[config.mk]
export PLATFORM = sky130hd
export DESIGN_NAME = load_store_unit
export DESIGN_NICKNAME = d
export VERILOG_FILES = /design/src/rtl/lsu_pkg.sv /design/src/rtl/lsu_lane_align.sv /design/src/rtl/load_store_unit.sv
export SDC_FILE = /design/constraint.sdc
export NUM_CORES = 1
export LEC_CHECK = 0
export BUFFER_PORTS_ARGS = -buffer_cell sky130_fd_sc_hd__buf_2
export CAP_MARGIN = 10
export CORE_AREA = 2 2 82 163
export CTS_CLUSTER_DIAMETER = 30
export DETAILED_ROUTE_END_ITERATION = 6
export DIE_AREA = 0 0 84 165
export GPL_ROUTABILITY_DRIVEN = 0
export GPL_TIMING_DRIVEN = 0
export PLACE_DENSITY_LB_ADDON = 0.2
export SYNTH_ARGS = -nofsm -noshare
export SYNTH_HDL_FRONTEND = slang
export SYNTH_SLANG_ARGS = --single-unit
[constraint.sdc]
create_clock -name i_LSU_clk -period 3.3 [get_ports i_LSU_clk]
set_input_delay 0.33 -clock i_LSU_clk [delete_from_list [all_inputs] [get_ports i_LSU_clk]]
set_output_delay 0.33 -clock i_LSU_clk [all_outputs]
set_load 0.005 [all_outputs]
[src/rtl/lsu_pkg.sv]
// Shared definitions for the load/store unit.
// Holds the access-size encodings, the FSM state type, the number of byte lanes
// in a memory word, and a helper that returns the byte-lane mask of an access.
package lsu_pkg;

  // Access size encodings on the size input. 2'b11 is illegal.
  localparam logic [1:0] SZ_BYTE = 2'b00;
  localparam logic [1:0] SZ_HALF = 2'b01;
  localparam logic [1:0] SZ_WORD = 2'b10;

  // Byte lanes in one 32-bit memory word.
  localparam int unsigned NUM_LANES = 4;

  typedef enum logic [1:0] {
    StIdle  = 2'b00,
    StRead  = 2'b01,
    StWrite = 2'b10,
    StDone  = 2'b11
  } lsu_state_e;

  // Byte lanes touched by an access of the given size at the given word offset.
  // Offsets are assumed already aligned for the size.
  function automatic logic [NUM_LANES-1:0] lane_mask(input logic [1:0] size,
                                                     input logic [1:0] offset);
    logic [NUM_LANES-1:0] mask;
    case (size)
      SZ_BYTE: mask = 4'b0001 << offset;
      SZ_HALF: mask = offset[1] ? 4'b1100 : 4'b0011;
      default: mask = 4'b1111;
    endcase
    return mask;
  endfunction

endpackage

[src/rtl/lsu_lane_align.sv]
// Combinational byte-lane alignment for the load/store unit (little-endian).
// Ports:
//   rdata       - word read from memory
//   offset      - byte offset of the access within the word (addr[1:0])
//   size        - access size (SZ_BYTE / SZ_HALF / SZ_WORD)
//   is_unsigned - zero-extend loads when 1, sign-extend when 0
//   wdata       - right-justified store data
//   load_data   - extracted and extended load result
//   merged      - rdata with the store bytes replaced in their lanes
module lsu_lane_align
  import lsu_pkg::*;
(
  input  logic [31:0] rdata,
  input  logic [1:0]  offset,
  input  logic [1:0]  size,
  input  logic        is_unsigned,
  input  logic [31:0] wdata,
  output logic [31:0] load_data,
  output logic [31:0] merged
);

  logic [7:0]           byte_lane;
  logic [15:0]          half_lane;
  logic [31:0]          replicated;
  logic [NUM_LANES-1:0] mask;

  always_comb begin
    byte_lane = rdata[{offset, 3'b000} +: 8];
    half_lane = rdata[{offset[1], 4'b0000} +: 16];
    case (size)
      SZ_BYTE: load_data = {{24{~is_unsigned & byte_lane[7]}}, byte_lane};
      SZ_HALF: load_data = {{16{~is_unsigned & half_lane[15]}}, half_lane};
      default: load_data = rdata;
    endcase
  end

  // Replicate store data across every lane it could land in, then pick per lane.
  always_comb begin
    case (size)
      SZ_BYTE: replicated = {4{wdata[7:0]}};
      SZ_HALF: replicated = {2{wdata[15:0]}};
      default: replicated = wdata;
    endcase
    mask   = lane_mask(size, offset);
    merged = rdata;
    for (int k = 0; k < NUM_LANES; k++) begin
      if (mask[k]) begin
        merged[8*k +: 8] = replicated[8*k +: 8];
      end
    end
  end

endmodule

[src/rtl/load_store_unit.sv]
// Load/store unit between the MEM stage and a word-wide, byte-addressed,
// little-endian data memory (combinational read, synchronous word write).
// Byte/half loads are extracted and extended; byte/half stores are done as
// read-modify-write. Misaligned accesses are aborted (CHECK_ALIGN=1) or have
// their low address bits forced aligned (CHECK_ALIGN=0).
// Ports:
//   i_LSU_clk, i_LSU_rst_n    - clock, async active-low reset
//   i_LSU_req/we/size/unsigned/addr/wData - request, sampled when IDLE or DONE
//   o_LSU_busy                - high in READ/WRITE
//   o_LSU_done                - one-cycle completion pulse
//   o_LSU_rData               - extended load result, held until next load
//   o_LSU_misalign            - valid with done; 1 = access aborted
//   o_LSU_memAddr/memWe/memWData, i_LSU_memRData - data memory interface
module load_store_unit
  import lsu_pkg::*;
#(
  parameter int unsigned ADDR_W      = 32,
  parameter bit          CHECK_ALIGN = 1'b1
) (
  input  logic              i_LSU_clk,
  input  logic              i_LSU_rst_n,
  input  logic              i_LSU_req,
  input  logic              i_LSU_we,
  input  logic [1:0]        i_LSU_size,
  input  logic              i_LSU_unsigned,
  input  logic [ADDR_W-1:0] i_LSU_addr,
  input  logic [31:0]       i_LSU_wData,
  output logic              o_LSU_busy,
  output logic              o_LSU_done,
  output logic [31:0]       o_LSU_rData,
  output logic              o_LSU_misalign,
  output logic [ADDR_W-1:0] o_LSU_memAddr,
  output logic              o_LSU_memWe,
  output logic [31:0]       o_LSU_memWData,
  input  logic [31:0]       i_LSU_memRData
);

  lsu_state_e        state_q;
  logic [ADDR_W-1:0] addr_q;
  logic [1:0]        size_q;
  logic              we_q;
  logic              unsigned_q;
  logic [31:0]       wdata_q;
  logic [31:0]       wbuf_q;
  logic [31:0]       rdata_q;
  logic              misalign_q;

  logic              accept;
  logic              req_misalign;
  logic [1:0]        req_size;
  logic [ADDR_W-1:0] req_addr;
  logic [31:0]       load_data;
  logic [31:0]       merged_word;

  // Request decode: misalignment check, or forced alignment when checking is off.
  always_comb begin
    req_size = i_LSU_size;
    req_addr = i_LSU_addr;
    case (i_LSU_size)
      SZ_BYTE: req_misalign = 1'b0;
      SZ_HALF: req_misalign = i_LSU_addr[0];
      SZ_WORD: req_misalign = |i_LSU_addr[1:0];
      default: req_misalign = 1'b1;
    endcase
    if (!CHECK_ALIGN) begin
      req_misalign = 1'b0;
      if (i_LSU_size == SZ_HALF) begin
        req_addr[0] = 1'b0;
      end else if (i_LSU_size != SZ_BYTE) begin
        // Illegal size is treated as a word access.
        req_addr[1:0] = 2'b00;
        req_size      = SZ_WORD;
      end
    end
  end

  assign accept = i_LSU_req & ((state_q == StIdle) | (state_q == StDone));

  lsu_lane_align u_lane_align (
    .rdata       (i_LSU_memRData),
    .offset      (addr_q[1:0]),
    .size        (size_q),
    .is_unsigned (unsigned_q),
    .wdata       (wdata_q),
    .load_data   (load_data),
    .merged      (merged_word)
  );

  always_ff @(posedge i_LSU_clk or negedge i_LSU_rst_n) begin
    if (!i_LSU_rst_n) begin
      state_q    <= StIdle;
      addr_q     <= '0;
      size_q     <= 2'b00;
      we_q       <= 1'b0;
      unsigned_q <= 1'b0;
      wdata_q    <= '0;
      wbuf_q     <= '0;
      rdata_q    <= '0;
      misalign_q <= 1'b0;
    end else begin
      case (state_q)
        StIdle, StDone: begin
          if (accept) begin
            addr_q     <= req_addr;
            size_q     <= req_size;
            we_q       <= i_LSU_we;
            unsigned_q <= i_LSU_unsigned;
            wdata_q    <= i_LSU_wData;
            misalign_q <= req_misalign;
            if (req_misalign) begin
              state_q <= StDone;
            end else if (i_LSU_we && (req_size == SZ_WORD)) begin
              // Full-word store needs no read; buffer the data directly.
              wbuf_q  <= i_LSU_wData;
              state_q <= StWrite;
            end else begin
              state_q <= StRead;
            end
          end else begin
            state_q <= StIdle;
          end
        end
        StRead: begin
          if (we_q) begin
            wbuf_q  <= merged_word;
            state_q <= StWrite;
          end else begin
            rdata_q <= load_data;
            state_q <= StDone;
          end
        end
        StWrite: state_q <= StDone;
        default: state_q <= StIdle;
      endcase
    end
  end

  // Outputs decode straight from registers; memWe has no path from the request.
  assign o_LSU_busy     = (state_q == StRead) | (state_q == StWrite);
  assign o_LSU_done     = (state_q == StDone);
  assign o_LSU_memWe    = (state_q == StWrite);
  assign o_LSU_misalign = misalign_q;
  assign o_LSU_rData    = rdata_q;
  assign o_LSU_memAddr  = {addr_q[ADDR_W-1:2], 2'b00};
  assign o_LSU_memWData = wbuf_q;

endmodule

==> results.json, run 1 <==
{
  "vias_per_cell": 6.078,
  "synth-xor-area-share_pct": 0,
  "setup_viol": 0,
  "critical_path.max_fanout": 10,
  "final-seq-area_mm2": 0.003378,
  "power.density_mw_per_mm2": 1141,
  "setup_slack_ns": 0.7687,
  "drive_gt1_share_pct": 43.04,
  "ys_async_sr_fraction_pct": 100.0,
  "synth_top_family_by_area": "multiplexers",
  "status": "finished, final reports clean",
  "worstHoldStart": "i_LSU_addr[19]",
  "netlist_area_mm2": 0.006928,
  "portBuffers": 200,
  "path_clk_slew_ns": 0.06,
  "vias": 6242,
  "post_cts.repair.setup_buffers": 0,
  "cts_resized": 0,
  "syn_inst": 641,
  "cts.path.max_buffers": 2,
  "crit_chain": "inv_1 > ha_1 > buf_2 > clkinv_1 > nor2_1 > buf_2 > nor2_1 > a21oi_1",
  "crit_path_start": "state_q[1]$_DFF_PN0_",
  "rsz0062_at_grt": "false",
  "r2r_setup_slack_ns": 0.77,
  "cp.arrival_ns": 2.88,
  "cts-root-buf": "clkbuf_16",
  "switchingPower_mw": 3.949,
  "core-area_mm2": 0.01255,
  "initial_core_util_pct": 55.18,
  "finalCritPeriodShare_pct": 76.71,
  "cts_tree": "built",
  "grt_pass1_vias": 6309,
  "ys_warn_count": 0,
  "fp.dieW_um": 84,
  "worst_pin_slew_ns": 0.8176,
  "cts_made_buffers": 17,
  "crit_slowest_cell": "nor2_1",
  "endpoint_kind": "flop",
  "grt.met2_usage_pct": 57.38,
  "nFillCells": 966,
  "synth_cell_types": 46,
  "p_leak_nw": 4.043,
  "rr_worst_depth": 8,
  "slowest_delay_ns": 0.68,
  "comb_power_share_pct": 50.3,
  "antenna_found_initial": 1,
  "relSlewSlack_pct": 45.29,
  "grt_use_total_pct": 32.37,
  "io_pins": 203,
  "ys.flop_type": "dfrtp_1",
  "synth_simple_gate_area_share_pct": 7.910,
  "dieHeight_um": 165,
  "grt_start_max_net_pins": 71,
  "drtIter0Drc": 508,
  "grt_use_met3_pct": 6.347,
  "syn_area_per_cell_um2": 10.81,
  "mostFrequentLayoutCells": "209 x buf_2, 135 x dfrtp_1, 81 x mux2_2, 56 x nand2_1, 49 x a21oi_1",
  "final.setup.tns_ns": 0,
  "synth_adder_area_share_pct": 0.5418,
  "synth_edf_count": 0,
  "rows": 58,
  "wire_per_inst_um": 21.78,
  "r2r-start": "state_q[1]$_DFF_PN0_",
  "synthMuxAreaShare_pct": 18.33,
  "grt_use_met1_pct": 33.61,
  "cp.required_ns": 3.65,
  "wirelength_um": 22360,
  "synth_compound_area_share_pct": 17.45,
  "fin_crit_ns": 2.531,
  "layout_commonest_cell": "buf_2",
  "pwr-share-clk_pct": 18.2,
  "finalHoldViolCount": 0,
  "worst_clock_skew_ns": 0.005255,
  "fin_util_pct": 69.48,
  "whs_path_depth": 2,
  "hpwl_um": 17030,
  "multi_input_area_mm2": 0.003072,
  "slew_viol_final": 0,
  "drc": 0,
  "dp_slack_ns": 0.7866,
  "fmax_mhz": 395.1,
  "path_class": "flop to flop",
  "start_kind": "flop",
  "ys_seq_area_share_pct": 48.76,
  "grt_overflow": 0,
  "syn_to_final_growth_pct": 25.92,
  "htree_levels": 4,
  "min_path_type": "input port to flop",
  "fin_nets": 969,
  "netSwitchingFraction_pct": 39.67,
  "min_to": "addr_q[19]$_DFFE_PN0P_",
  "dieArea_mm2": 0.01386,
  "cap_violations": 0,
  "drtAntennaViolNets": 0,
  "r2r_end": "o_LSU_rData[23]$_DFFE_PN0P_",
  "worstSkewPairLatency_ns": 0.43,
  "grt-busiest-layer": "met2",
  "synth-seq-cells": 135,
  "peakVddDrop_v": 0.0008050,
  "hold_slack_ns": 0.1287,
  "p_int_mw": 6.006,
  "dr.pass1.iters": 5,
  "finalPower_mw": 9.955,
  "pwr-share-seq_pct": 31.6,
  "grt_pass1_wl_um": 33920,
  "cts_sinks": 135
}
worst max-delay path by stage:
stage | end | slack, ns
after global placement | wdata_q[27]$_DFFE_PN0P_ | 0.18
after global routing | o_LSU_rData[25]$_DFFE_PN0P_ | 0.61
final | o_LSU_rData[23]$_DFFE_PN0P_ | 0.77
after floorplan | o_LSU_memWData[12]$_DFFE_PN0P_ | 1.17
after detailed placement | wdata_q[7]$_DFFE_PN0P_ | 0.79
after CTS | wdata_q[7]$_DFFE_PN0P_ | 0.77
worst max-delay path: cells and delay by family (launching register included):
family,cells,cell delay (ns)
AOI/OAI and AO/OA,1,0.15
adders and majority gates,1,0.17
DFF,1,0.40
buffers and inverters,4,0.96
and+or+nand+nor,2,0.76
logic make-up (layout without fill, tap and decap cells):
kind of cell | count (synthesis) | after routing
buffers and inverters | 85 | 319
other | 1 | 3
AOI/OAI and AO/OA | 185 | 185
and+or+nand+nor | 123 | 123
muxes | 109 | 109
DFF | 135 | 135
adders and majority gates | 3 | 3
metrics by stage:
step | instance area (um2) | instances
after floorplan | 6932 | 642
after global placement | 8120 | 992
after detailed placement | 8154 | 993
after CTS | 8721 | 1026
after global routing | 8723 | 1027
final | 8723 | 1027
routing by layer:
| layer | wire length [um] | vias to the layer above |
|---|---|---|
| met1 | 7470 | 2957 |
| met4 | 1687 | 0 |
| met5 | 0 | - |
| met3 | 1690 | 114 |
| li1 | - | 2781 |
| met2 | 11520 | 390 |
power groups by stage:
stage                     sequential, mW  clock (mW)  combinational, mW
final                               3.14        1.81               5.01
after floorplan                     2.98           0               3.36
after global placement              3.07           0               4.79
after detailed placement            3.14           0               4.94
after CTS                           3.11        1.82               4.98
after global routing                3.21        1.88               5.42
final cells by class:
type | count | share of cell area, %
timing repair buffer | 202 | 11.98
tap | 150 | 2.151
sequential | 135 | 38.73
antenna | 1 | 0.02869
buffer | 79 | 5.264
clock buffer | 18 | 4.920
inverter | 6 | 0.2582
clock inverter | 14 | 1.463
multi-input combinational | 422 | 35.21
cells in the mapped netlist, drive strengths merged (10+ instances only):
master / instances / area [um2]
a221oi: 15 / 131.4
clkbuf: 26 / 97.59
buf: 53 / 361.6
nor2: 28 / 105.1
a21oi: 49 / 245.2
nand3: 17 / 85.08
nor2b: 10 / 62.56
mux2i: 14 / 140.1
nand2: 56 / 210.2
o21ai: 38 / 190.2
o22ai: 13 / 81.33
dfrtp: 135 / 3378
mux2: 94 / 1107
a31oi: 16 / 100.1
flip-flops by register name, summed over array words and instances, names as in the netlist:
signal / count
addr_q: 32
o_LSU_memWData: 32
o_LSU_misalign: 1
o_LSU_rData: 32
size_q: 2
state_q: 2
unsigned_q: 1
wdata_q: 32
we_q: 1
timing repair:
item | 4_1_cts | 5_1_grt
endpoints found under the setup margin | 0 | 0
endpoints found under the hold margin | 69 | 0
hold buffers | 1 | 0
Note: power is estimated with default switching activity, not from simulation.
==> run 2: changes to the inputs <==
--- a/config.mk
+++ b/config.mk
@@ -7,10 +7,10 @@
 export LEC_CHECK = 0
 export BUFFER_PORTS_ARGS = -buffer_cell sky130_fd_sc_hd__buf_2
 export CAP_MARGIN = 10
-export CORE_AREA = 2 2 82 163
+export CORE_AREA = 2 2 85 169
 export CTS_CLUSTER_DIAMETER = 30
 export DETAILED_ROUTE_END_ITERATION = 6
-export DIE_AREA = 0 0 84 165
+export DIE_AREA = 0 0 87 171
 export GPL_ROUTABILITY_DRIVEN = 0
 export GPL_TIMING_DRIVEN = 0
 export PLACE_DENSITY_LB_ADDON = 0.2
==> constraint.sdc (replaced) <==
create_clock -name i_LSU_clk -period 2.6 [get_ports i_LSU_clk]
set_input_delay 0.26 -clock i_LSU_clk [delete_from_list [all_inputs] [get_ports i_LSU_clk]]
set_output_delay 0.26 -clock i_LSU_clk [all_outputs]
set_load 0.005 [all_outputs]
==> run 2 against run 1 <==
  * Die area is 7.3% higher
  * Sequential share of layout area is essentially flat
  * Sequential power rose by 25%
  * Register-to-register slack lost 0.60 ns
  * Total power rose by 25%
  * Count of clock-buffer cells in the layout did not move
  * Critical path type unchanged
  * Critical endpoint is now o_LSU_memWData[18]$_DFFE_PN0P_
==> results.json, run 2 (same netlist as run 1, synthesis figures left out) <==
{
  "path_class": "flop to flop",
  "cts-root-buf": "clkbuf_16",
  "dieHeight_um": 171,
  "fin_util_pct": 63.91,
  "r2r_setup_slack_ns": 0.16,
  "path_clk_slew_ns": 0.06,
  "cts_sinks": 135,
  "post_cts.repair.setup_buffers": 0,
  "io_pins": 203,
  "final.setup.tns_ns": 0,
  "slew_viol_final": 0,
  "critical_path.max_fanout": 10,
  "dp_slack_ns": 0.08248,
  "rsz0062_at_grt": "false",
  "fin_crit_ns": 2.436,
  "diodes": 0,
  "rr_worst_depth": 9,
  "dr.pass1.iters": 6,
  "core-area_mm2": 0.01366,
  "drtIter0Drc": 563,
  "pwr-share-seq_pct": 31.5,
  "finalCritPeriodShare_pct": 93.70,
  "grt_start_max_net_pins": 78,
  "worst_pin_slew_ns": 0.7592,
  "rows": 61,
  "cp.arrival_ns": 2.74,
  "wire_per_inst_um": 19.91,
  "mostFrequentLayoutCells": "209 x buf_2, 135 x dfrtp_1, 81 x mux2_2, 56 x nand2_1, 49 x a21oi_1",
  "grt_use_total_pct": 27.92,
  "p_leak_nw": 4.037,
  "r2r_end": "o_LSU_memWData[18]$_DFFE_PN0P_",
  "setup_viol": 0,
  "setup_slack_ns": 0.1637,
  "wirelength_um": 20570,
  "portBuffers": 200,
  "finalPower_mw": 12.47,
  "dieArea_mm2": 0.01488,
  "vias_per_cell": 5.948,
  "layout_commonest_cell": "buf_2",
  "endpoint_kind": "flop",
  "finalHoldViolCount": 0,
  "r2r-start": "state_q[0]$_DFF_PN0_",
  "peakVddDrop_v": 0.0006591,
  "cts_tree": "built",
  "fp.dieW_um": 87,
  "min_path_type": "input port to flop",
  "cts.path.max_buffers": 2,
  "hpwl_um": 15720,
  "initial_core_util_pct": 50.71,
  "fmax_mhz": 410.5,
  "htree_levels": 4,
  "worst_clock_skew_ns": 0.006778,
  "pwr-share-clk_pct": 18.2,
  "drive_gt1_share_pct": 43.26,
  "grt_pass1_vias": 5898,
  "cap_violations": 0,
  "grt_pass1_wl_um": 31280,
  "netSwitchingFraction_pct": 38.87,
  "vias": 6144,
  "start_kind": "flop",
  "grt_overflow": 0,
  "switchingPower_mw": 4.848,
  "relSlewSlack_pct": 49.28,
  "crit_path_start": "state_q[0]$_DFF_PN0_",
  "hold_slack_ns": 0.07201,
  "status": "finished, final reports clean",
  "cp.required_ns": 2.90,
  "comb_power_share_pct": 50.3,
  "antenna_found_initial": 0,
  "drtAntennaViolNets": 0,
  "power.density_mw_per_mm2": 1429,
  "drc": 0,
  "critPathCapture": "o_LSU_memWData[18]$_DFFE_PN0P_",
  "fin_nets": 969,
  "p_int_mw": 7.624,
  "worstSkewPairLatency_ns": 0.42,
  "syn_to_final_growth_pct": 26.02,
  "cts_made_buffers": 17
}
## run 2: cell types whose count changed in the layout (fill, tap and decap cells not counted)
cell        change
buf_1           -1
clkbuf_2        +1
clkinv_4        -3
clkinvlp_4      +2
diode_2         -1
inv_6           +1
nor2_1          -1
nor2_2          +1
## run 2: layout make-up
class                      count  area, um2
multi-input combinational    422       3074
clock buffer                  18      429.2
tap                          157      196.4
timing repair buffer         202       1045
clock inverter                14      125.1
buffer                        79      460.4
sequential                   135       3378
fill                        1181       4931
inverter                       6      22.52
## run 2: power by group through the flow
stage	combinational, mW	sequential (mW)	clock, mW
2_1_floorplan	4.27	3.79	0
3_3_place_gp	6.10	3.89	0
3_5_place_dp	6.25	3.94	0
4_1_cts	6.27	3.92	2.30
5_1_grt	6.87	4.03	2.38
6_report	6.28	3.93	2.27
## run 2: how the worst min path moves through the flow
stage | start | end | cells after the start
2_1_floorplan | i_LSU_rst_n | addr_q[0]$_DFFE_PN0P_ | 0
3_3_place_gp | o_LSU_rData[9]$_DFFE_PN0P_ | o_LSU_rData[9]$_DFFE_PN0P_ | 2
3_5_place_dp | i_LSU_rst_n | addr_q[30]$_DFFE_PN0P_ | 1
4_1_cts | i_LSU_addr[28] | addr_q[28]$_DFFE_PN0P_ | 2
5_1_grt | i_LSU_addr[22] | addr_q[22]$_DFFE_PN0P_ | 2
6_report | i_LSU_addr[30] | addr_q[30]$_DFFE_PN0P_ | 2
## run 2: metal layers
metal / global-route usage [%] / routed length (um) / vias up
li1: - / - / 2772
met5: 0 / 0 / -
met1: 34.29 / 7716 / 2982
met2: 47.59 / 10610 / 328
met3: 5.885 / 1467 / 62
met4: 10.19 / 777 / 0
## run 2: what timing repair did
item,in CTS,in global routing
setup endpoints to repair,0,21
hold buffers,1,0
gates resized for setup,0,2
hold endpoints to repair,58,0
## run 2: per-stage QoR
stage | cell area, um2 | std cells
3_5_place_dp | 8163 | 1000
3_3_place_gp | 8129 | 999
6_report | 8731 | 1033
5_1_grt | 8731 | 1033
4_1_cts | 8727 | 1033
2_1_floorplan | 6932 | 642
## run 2: worst max-delay path, stage by stage (launching register included)
cell	delay, ns
dfrtp_1	0.37
inv_1	0.05
ha_1	0.29
buf_6	0.14
mux2_4	0.22
a21boi_4	0.38
and2_4	0.21
buf_6	0.13
buf_6	0.19
mux2_4	0.31
